===== src/rtl/cnn1d_pkg.sv =====
// cnn1d_pkg: shared constants for the 1-D CNN datapath
package cnn1d_pkg;
  localparam int DATA_WIDTH = 8;
endpackage


===== src/rtl/window_gen.sv =====
// window_gen: sliding-window producer turning a sample stream into WINDOW_SIZE-wide vectors
//   clk, rst_n                                 clock, async active-low reset
//   win_valid_in/win_ready_in/win_data_in/win_last_in      upstream sample handshake
//   win_valid_out/win_ready_out/win_data_out/win_last_out  downstream window handshake
//   win_data_out[0] is the oldest sample, [WINDOW_SIZE-1] the newest
module window_gen
  import cnn1d_pkg::*;
#(
  parameter int WINDOW_SIZE = 3,
  parameter int STRIDE = 1
) (
  input  logic                  clk,
  input  logic                  rst_n,
  output logic                  win_ready_in,
  input  logic                  win_valid_in,
  input  logic [DATA_WIDTH-1:0] win_data_in,
  input  logic                  win_last_in,
  input  logic                  win_ready_out,
  output logic                  win_valid_out,
  output logic [DATA_WIDTH-1:0] win_data_out [0:WINDOW_SIZE-1],
  output logic                  win_last_out
);
  localparam int CW = $clog2(WINDOW_SIZE + 1);
  localparam int PW = $clog2(STRIDE + 1);
  if (WINDOW_SIZE < 1 || STRIDE < 1 || STRIDE > WINDOW_SIZE)
    $error("window_gen: need WINDOW_SIZE>=1 and 1<=STRIDE<=WINDOW_SIZE");
  logic [CW-1:0] fill_cnt;
  logic [PW-1:0] phase_cnt;
  logic accept, full, emit, done;
  assign win_ready_in = rst_n & (~win_valid_out | win_ready_out);
  assign accept = win_valid_in & win_ready_in;
  assign full = fill_cnt == CW'(WINDOW_SIZE);
  // first full window, or every STRIDE-th sample once the window stays full
  assign emit = accept & ((fill_cnt == CW'(WINDOW_SIZE - 1)) | (full & (phase_cnt == PW'(STRIDE - 1))));
  assign done = win_valid_out & win_ready_out;
  always_ff @(posedge clk or negedge rst_n) begin
    if (!rst_n) begin
      win_data_out <= '{default: '0};
      fill_cnt <= '0;
      phase_cnt <= '0;
      win_valid_out <= 1'b0;
      win_last_out <= 1'b0;
    end else begin
      if (accept) begin
        for (int k = 0; k < WINDOW_SIZE - 1; k++) win_data_out[k] <= win_data_out[k+1];
        win_data_out[WINDOW_SIZE-1] <= win_data_in;
        // a last sample restarts filling, so stale window contents never reach the output
        fill_cnt <= win_last_in ? '0 : full ? fill_cnt : fill_cnt + 1'b1;
        phase_cnt <= (win_last_in | emit) ? '0 : full ? phase_cnt + 1'b1 : phase_cnt;
      end
      if (emit) begin
        win_valid_out <= 1'b1;
        win_last_out <= win_last_in;
      end else if (done) begin
        win_valid_out <= 1'b0;
        win_last_out <= 1'b0;
      end
    end
  end
endmodule


===== config.mk =====
export PLATFORM = sky130hd
export DESIGN_NAME = window_gen
export DESIGN_NICKNAME = d
export VERILOG_FILES = /design/src/rtl/cnn1d_pkg.sv /design/src/rtl/window_gen.sv
export SDC_FILE = /design/constraint.sdc
export NUM_CORES = 1
export LEC_CHECK = 0
export CORE_MARGIN = 5
export CORE_UTILIZATION = 30
export CTS_CLUSTER_DIAMETER = 120
export DETAILED_ROUTE_END_ITERATION = 8
export SLEW_MARGIN = 20
export SYNTH_ARGS = -nofsm -noshare
export SYNTH_HDL_FRONTEND = slang
export SYNTH_SLANG_ARGS = --single-unit
export TNS_END_PERCENT = 5

===== constraint.sdc =====
create_clock -name clk -period 4.3 [get_ports clk]
set_input_delay 0.86 -clock clk [delete_from_list [all_inputs] [get_ports clk]]
set_output_delay 0.86 -clock clk [all_outputs]
set_load 0.01 [all_outputs]

Word level (Yosys, flattened, before mapping)
Index checks and enable logic that the tools add are counted.

storage, ports and cells
  word-level logic and storage cells = 33
  register bits = 29
  input bits = 13
  output and inout port bits = 27

cells by class
  multiplexer cells = 7
  reduce and logical (&&, ||, !) cells = 4
  bitwise operators = 10
  add/subtract/negate cells = 2
  equal/unequal tests = 3

operator list
  operator               number
  $and A1 B1 Y1          5
  $mux W1                5
  $eq A2 B2 Y1 const B   2
  $mux W2                2
  $reduce_and A2 Y1      2
  $reduce_bool A2 Y1     2
  $or A1 B1 Y1           3
  $add A2 B1 Y2 const B  1
  $ne A2 B2 Y1 const B   1
  $not A1 Y1             2
  $add A1 B1 Y1 const B  1

Logic depth before layout (Yosys ltp)
Gate-level depths: netlist of the first run.

  depth after elaboration = 8
  mapped depth = 4
  gate-level depth less buffers = 4

Worst setup path before layout of the first run
No wires, ideal clock.

  path type = input -> output
  start point = input win_ready_out
  end point = output win_ready_in
  arrival time = 1.218 ns
  stages = 2
  required time = 3.440 ns
  path slack = 2.222 ns
  path buffers = 0
  cell sequence = nand2b_2 and2_1

between the ends
  cells in the longest elaborated chain, start to end = 2

RTL lines
  what             line              text
  start, declared  window_gen.sv:18  input logic win_ready_out,
  $or A1 B1 Y1     window_gen.sv:30  assign win_ready_in = rst_n & (~win_valid_out | win_ready_out);
  $and A1 B1 Y1    window_gen.sv:30
  end, declared    window_gen.sv:14  output logic win_ready_in,

No other way between the ends.

Final worst setup path of the first run
Ends and elaborated chain as after synthesis.

==> flow_summary_export.csv, run 1 <==
group,metric,value,unit
clock_tree,cts_resized,0,
final_layout,post-route-cell-area,1770,sq um
route,route.vias.total,787,
placed_design,dpl_cell_area,1680,sq um
sta,setup_viol,0,
final_layout,fillers,371,
route,first_iter_violations,31,
logic_synthesis,synth_nets,94,
critical_path,max_stage_delay,0.54,ns
route,wirelength,2.58,mm
critical_path,critical_path.top_delay_family,"buffers and inverters",
route,antenna_left,0,
floorplan,fp.dieW,74.2,microns
status,status,"completed",
clock_tree,htreeDepth,2,
critical_path,critPathArrivalTime,2.16,ns
sta,slew_violations,0,
global_route,grt_use_met2,0.175,
critical_path,cp_max_fo,4,
sta,tightest_slew,0.552,ns
critical_path,endpoint_kind,"output port",
sta,tns,0,ns
critical_path,worstReg2RegStart,"win_valid_out$_DFFE_PN0P_",
sta,period_needed,3.02,ns
critical_path,critPathBufInv,2,
power,power_density,587,nW/um^2
sta,whs,0.489,ns
final_layout,n_antenna_cell,0,
clock_tree,clock_path_buffers,2,
placed_design,place_congestion,0.708,
global_route,grtUsageMet3,0.0473,
job,maxCapViolations,0,
floorplan,core_area,4000,sq um
global_route,grt_remaining_overflow,0,
clock_tree,cts_made_buffers,5,
route,dr.pass1.iters,3,
critical_path,critPathKind,"primary input to output port",
global_route,grt_most_used_layer,"met2",
hold_path,worstHoldStart,"phase_cnt$_DFFE_PN0P_",
global_route,grtUsageTotal,0.108,
route,post_drt_via_cell_ratio,4.52,
floorplan,die_h,74.2,microns
floorplan,rows,23,
clock_tree,cts_tree,"built",
logic_synthesis,yosysWarningCount,0,
critical_path,cpMostUsedCell,"clkdlybuf4s50_1",
final_layout,multi_input_area,485,sq um
sta,rsz0062_at_grt,"false",
floorplan,start_util,0.309,
floorplan,die-area,5510,sq um
route,routedWlPerCell,14.8,microns
clock_tree,cts.sinks,29,
sta,fin_crit_sh,0.703,
clock_tree,hold_buffers,0,
global_route,antenna_found_initial,0,
clock_tree,clkTransAtPathRegs,0.06,ns
sta,hold_violations,0,
power,leakage,0.753,nW
final_layout,drive_gt1_frac,0.194,
clock_tree,cts_setup_buffers,0,
logic_synthesis,seq_area_frac_synth,0.586,
global_route,grt_max_degree,33,
power,peakVddDrop,0.257,mV
clock_tree,insertion_delay,0.28,ns
final_layout,syn_to_final_growth,42.7,%
critical_path,start_kind,"primary input",
global_route,first_global_vias,831,
global_route,grt_first_pass_wirelength,4.29,mm
floorplan,ios,40,
critical_path,critical_path.startpoint,"win_ready_out",
route,route.detailed.drc,0,
final_layout,nets,139,
critical_path,cp.required,3.44,ns
logic_synthesis,ys_ff_latch,29,
sta,fmax,331,MHz
sta,clock_skew,0.00395,ns
sta,slew-limit-headroom,0.631,
logic_synthesis,postSynthAreaPerCell,15.7,sq um
global_route,use_met1,0.131,
critical_path,worstPathCellList,"clkdlybuf4s50_1 > nand2b_2 > and2_1 > clkdlybuf4s50_1",
placed_design,dpl.hpwl,1.84,mm
final_layout,seqCellArea,726,sq um
logic_synthesis,synthCells,79,
critical_path,slowest_stage,"clkdlybuf4s50_1",
hold_path,hp-class,"register to register",
placed_design,port_buffers,39,
logic_synthesis,synth.distinct_cells,24,
logic_synthesis,syn-cell-area,1240,sq um
clock_tree,cts_root_buf,"clkbuf_8",
[worst paths after layout]
path	to	slack [ns]	cells after the start
min in group asynchronous	win_data_out[23]$_DFFE_PN0P_	1.07	2
hold / removal	phase_cnt$_DFFE_PN0P_	0.49	1
hold reg to reg	phase_cnt$_DFFE_PN0P_	0.49	1
setup reg to reg	win_data_out[18]$_DFFE_PN0P_	2.77	3
max in group asynchronous	win_data_out[17]$_DFFE_PN0P_	2.94	2
setup / recovery	win_ready_in	1.28	4
[metal layers]
metal / vias up / wire length [microns]
li1: 367 / -
met1: 396 / 1060
met2: 21 / 1360
met3: 3 / 126
met4: 0 / 27
met5: - / 0
[flip-flops by register name (all words and copies together) (netlist names)]
| register | cells |
|---|---|
| win_data_out | 24 |
| win_last_out | 1 |
| win_valid_out | 1 |
| phase_cnt | 1 |
| fill_cnt | 2 |
[synthesized netlist by cell type]
cell type	number	share of area
nor2b_1	2	0.010
and2_1	1	0.0051
nand3_1	1	0.0040
ha_1	2	0.020
nand2b_2	1	0.0071
o22ai_1	1	0.0051
o211ai_1	1	0.0061
nor2_8	1	0.016
nand2_1	2	0.0061
a21boi_0	1	0.0061
nor3_1	2	0.0081
mux2_2	2	0.018
mux2_4	10	0.12
or3_1	2	0.010
inv_1	1	0.0030
dfrtp_1	29	0.59
buf_8	1	0.012
buf_4	1	0.0061
o21ai_0	1	0.0040
and2b_4	1	0.0081
o21a_1	1	0.0061
mux2_1	13	0.12
nand2_2	1	0.0051
o2111ai_1	1	0.0071
[cells in the final DEF, fill, tap and decap left out, drive strengths merged]
master / netlist / final
a21boi: 1 / 1
dfrtp: 29 / 29
clkbuf: 0 / 6
nor2b: 2 / 2
nand3: 1 / 1
nand2: 3 / 3
clkdlybuf4s50: 0 / 39
nand2b: 1 / 1
clkinvlp: 0 / 1
o22ai: 1 / 1
nor2: 1 / 1
buf: 2 / 1
o21a: 1 / 1
ha: 2 / 2
o21ai: 1 / 1
and2b: 1 / 1
or3: 2 / 2
nor3: 2 / 2
mux2: 25 / 25
o211ai: 1 / 1
and2: 1 / 1
inv: 1 / 1
o2111ai: 1 / 1
[kinds of logic (layout without fill, tap and decap cells)]
family          after synthesis  after routing  synth area share
compound gates                6              6            0.0344
flops                        29             29             0.586
mux                          25             25             0.258
simple gates                 14             14            0.0799
buf+inv                       3             48            0.0212
fa+ha+maj                     2              2            0.0202
[power by group]
part	switching, mW	internal [mW]	total [mW]
combinational	0.136	0.246	0.382
sequential	0.0626	0.365	0.428
clock	0.101	0.126	0.227
[layout make-up]
type                    count  share of cell area
flip-flops and latches     29               0.411
clock buffers               6              0.0468
well taps                  50              0.0354
repair buffers             40               0.225
clock inverters             1             0.00425
inverters                   1             0.00213
multi-input cells          47               0.275
[stage by stage]
step	cells	util	setup WS (ns)	power, mW
after floorplan	79	-	2.22	0.595
final	174	0.441	1.28	1.04
after detailed placement	167	0.419	1.28	0.819
after CTS	174	0.441	1.27	1.06
after global routing	174	0.441	1.23	1.10
after global placement	167	0.419	1.30	0.810
(Power assumes the default switching activity.)
==> run 2, diff against run 1 <==
==> constraint.sdc (replaced) <==
create_clock -name clk -period 2.9 [get_ports clk]
set_input_delay 0.58 -clock clk [delete_from_list [all_inputs] [get_ports clk]]
set_output_delay 0.58 -clock clk [all_outputs]
set_load 0.01 [all_outputs]
==> flow_summary_export.csv, run 2 (same netlist as run 1, synthesis figures left out) <==
group,metric,value,unit
status,status,"completed",
critical_path,endpoint_kind,"output port",
critical_path,slowest_stage,"clkdlybuf4s50_1",
power,power_density,882,nW/um^2
sta,period_needed,2.54,ns
route,post_drt_via_cell_ratio,4.51,
global_route,grt_first_pass_wirelength,4.31,mm
final_layout,final_common_cell,"clkdlybuf4s50_1",
power,switching_share,0.285,
route,route.detailed.drc,0,
clock_tree,insertion_delay,0.28,ns
hold_path,hp-class,"register to register",
sta,fmax,393,MHz
floorplan,die-area,5510,sq um
power,pwr-share-comb,0.361,
critical_path,ff2ff_path_depth,4,
hold_path,min_to,"phase_cnt$_DFFE_PN0P_",
clock_tree,htreeDepth,2,
placed_design,dpl_cell_area,1680,sq um
floorplan,fp.dieW,74.2,microns
power,peakVddDrop,0.416,mV
final_layout,n_antenna_cell,0,
power,switchingPower,447,uW
critical_path,max_stage_delay,0.55,ns
route,route.vias.total,790,
critical_path,cpMostUsedCell,"clkdlybuf4s50_1",
sta,tns,0,ns
critical_path,start_kind,"primary input",
route,antenna_left,0,
final_layout,post-route-cell-area,1780,sq um
clock_tree,cts_resized,0,
power,leakage,0.764,nW
sta,fin_crit_sh,0.877,
final_layout,final_cell_mix,"clkdlybuf4s50_1, dfrtp_1, mux2_1",
power,power_frac_seq,0.407,
clock_tree,clock_path_buffers,2,
floorplan,die_h,74.2,microns
route,dr.pass1.iters,3,
route,first_iter_violations,16,
final_layout,largest_reg_flops,24,
critical_path,r2r_slack,1.37,ns
final_layout,largest_register,"win_data_out",
job,maxCapViolations,0,
final_layout,post-route-util,0.444,
final_layout,syn_to_final_growth,43.6,%
final_layout,reg_top3,"win_data_out (24), fill_cnt (2)",
hold_path,worstHoldStart,"phase_cnt$_DFFE_PN0P_",
global_route,first_global_vias,912,
route,routedWlPerCell,15.2,microns
global_route,antenna_found_initial,0,
final_layout,fillers,366,
sta,setup_viol,0,
clock_tree,cts_setup_buffers,0,
power,intPower,1.12,mW
clock_tree,cts_root_buf,"clkbuf_8",
final_layout,drive_gt1_frac,0.200,
clock_tree,hold_buffers,0,
sta,slew-limit-headroom,0.669,
global_route,grt_max_degree,33,
placed_design,dpl.hpwl,1.92,mm
global_route,grt_remaining_overflow,0,
critical_path,critPathBufInv,2,
hold_path,hold_depth,1,
final_layout,nets,139,
critical_path,critPathArrivalTime,1.96,ns
sta,clock_skew,0.00311,ns
placed_design,port_buffers,39,
floorplan,core_area,4000,sq um
route,wirelength,2.66,mm
floorplan,ios,40,
critical_path,cp_max_fo,4,
critical_path,r2r-end,"win_last_out$_DFFE_PN0P_",
sta,tightest_slew,0.495,ns
clock_tree,clkTransAtPathRegs,0.06,ns
critical_path,cp.required,2.32,ns
placed_design,pre_cts_ws,0.310,ns
clock_tree,cts.sinks,29,
critical_path,critPathKind,"primary input to output port",
sta,slew_violations,0,
placed_design,place_congestion,0.679,
power,p_clk_frac,0.231,
critical_path,critical_path.top_delay_family,"buffers and inverters",
sta,hold_violations,0,
floorplan,rows,23,
sta,layout_setup_ws,0.357,ns
clock_tree,cts_made_buffers,5,
critical_path,worstReg2RegStart,"fill_cnt[1]$_DFFE_PN0P_",
floorplan,start_util,0.309,
global_route,grtUsageTotal,0.107,
sta,rsz0062_at_grt,"false",
clock_tree,cts_tree,"built",
critical_path,worstPathCellList,"clkdlybuf4s50_1 > nand2b_2 > and2_1 > clkdlybuf4s50_1",
==> run 2: cell types whose count changed in the layout (fill, tap and decap cells not counted) <==
cell        change
clkbuf_8        +1
clkinv_2        +1
clkinvlp_4      -1
==> run 2: metrics by stage <==
step           hold WS [ns]  cells  total power, mW
2_1_floorplan         0.284     79            0.882
3_3_place_gp          0.472    167             1.21
3_5_place_dp          0.487    167             1.22
4_1_cts               0.503    175             1.59
5_1_grt               0.528    175             1.65
6_report              0.503    175             1.57
==> run 2: worst max path at each step <==
stage / cells after the start / slack [ns] / to / startpoint
final: 4 / 0.36 / win_ready_in / win_ready_out
after global placement: 4 / 0.32 / win_ready_in / win_ready_out
after floorplan: 2 / 1.38 / win_ready_in / win_ready_out
after detailed placement: 4 / 0.31 / win_ready_in / win_ready_out
after global routing: 4 / 0.31 / win_ready_in / win_ready_out
after CTS: 4 / 0.31 / win_ready_in / win_ready_out
==> run 2: metal layers <==
| metal | up-vias | share of wire | GRT usage |
|---|---|---|---|
| li1 | 370 | - | - |
| met1 | 393 | 0.41 | 0.113 |
| met2 | 21 | 0.52 | 0.182 |
| met3 | 6 | 0.054 | 0.0405 |
| met4 | 0 | 0.020 | 0.0632 |
| met5 | - | 0 | 0 |
==> run 2: power by group through the flow <==
stage               logic, mW  registers (mW)  clock network [mW]
global route            0.604           0.659               0.388
floorplan               0.195           0.687                   0
global placement        0.562           0.645                   0
detailed placement      0.576           0.645                   0
finish                  0.567           0.639               0.362
CTS                     0.578           0.644               0.372
==> run 2: final cells by class <==
type / count / area (sq um) / area share
flip-flops and latches: 29 / 726 / 0.408
multi-input cells: 47 / 485 / 0.273
repair buffers: 40 / 398 / 0.224
clock buffers: 7 / 96.3 / 0.0542
well taps: 50 / 62.6 / 0.0352
clock inverters: 1 / 5.00 / 0.00282
inverters: 1 / 3.75 / 0.00211
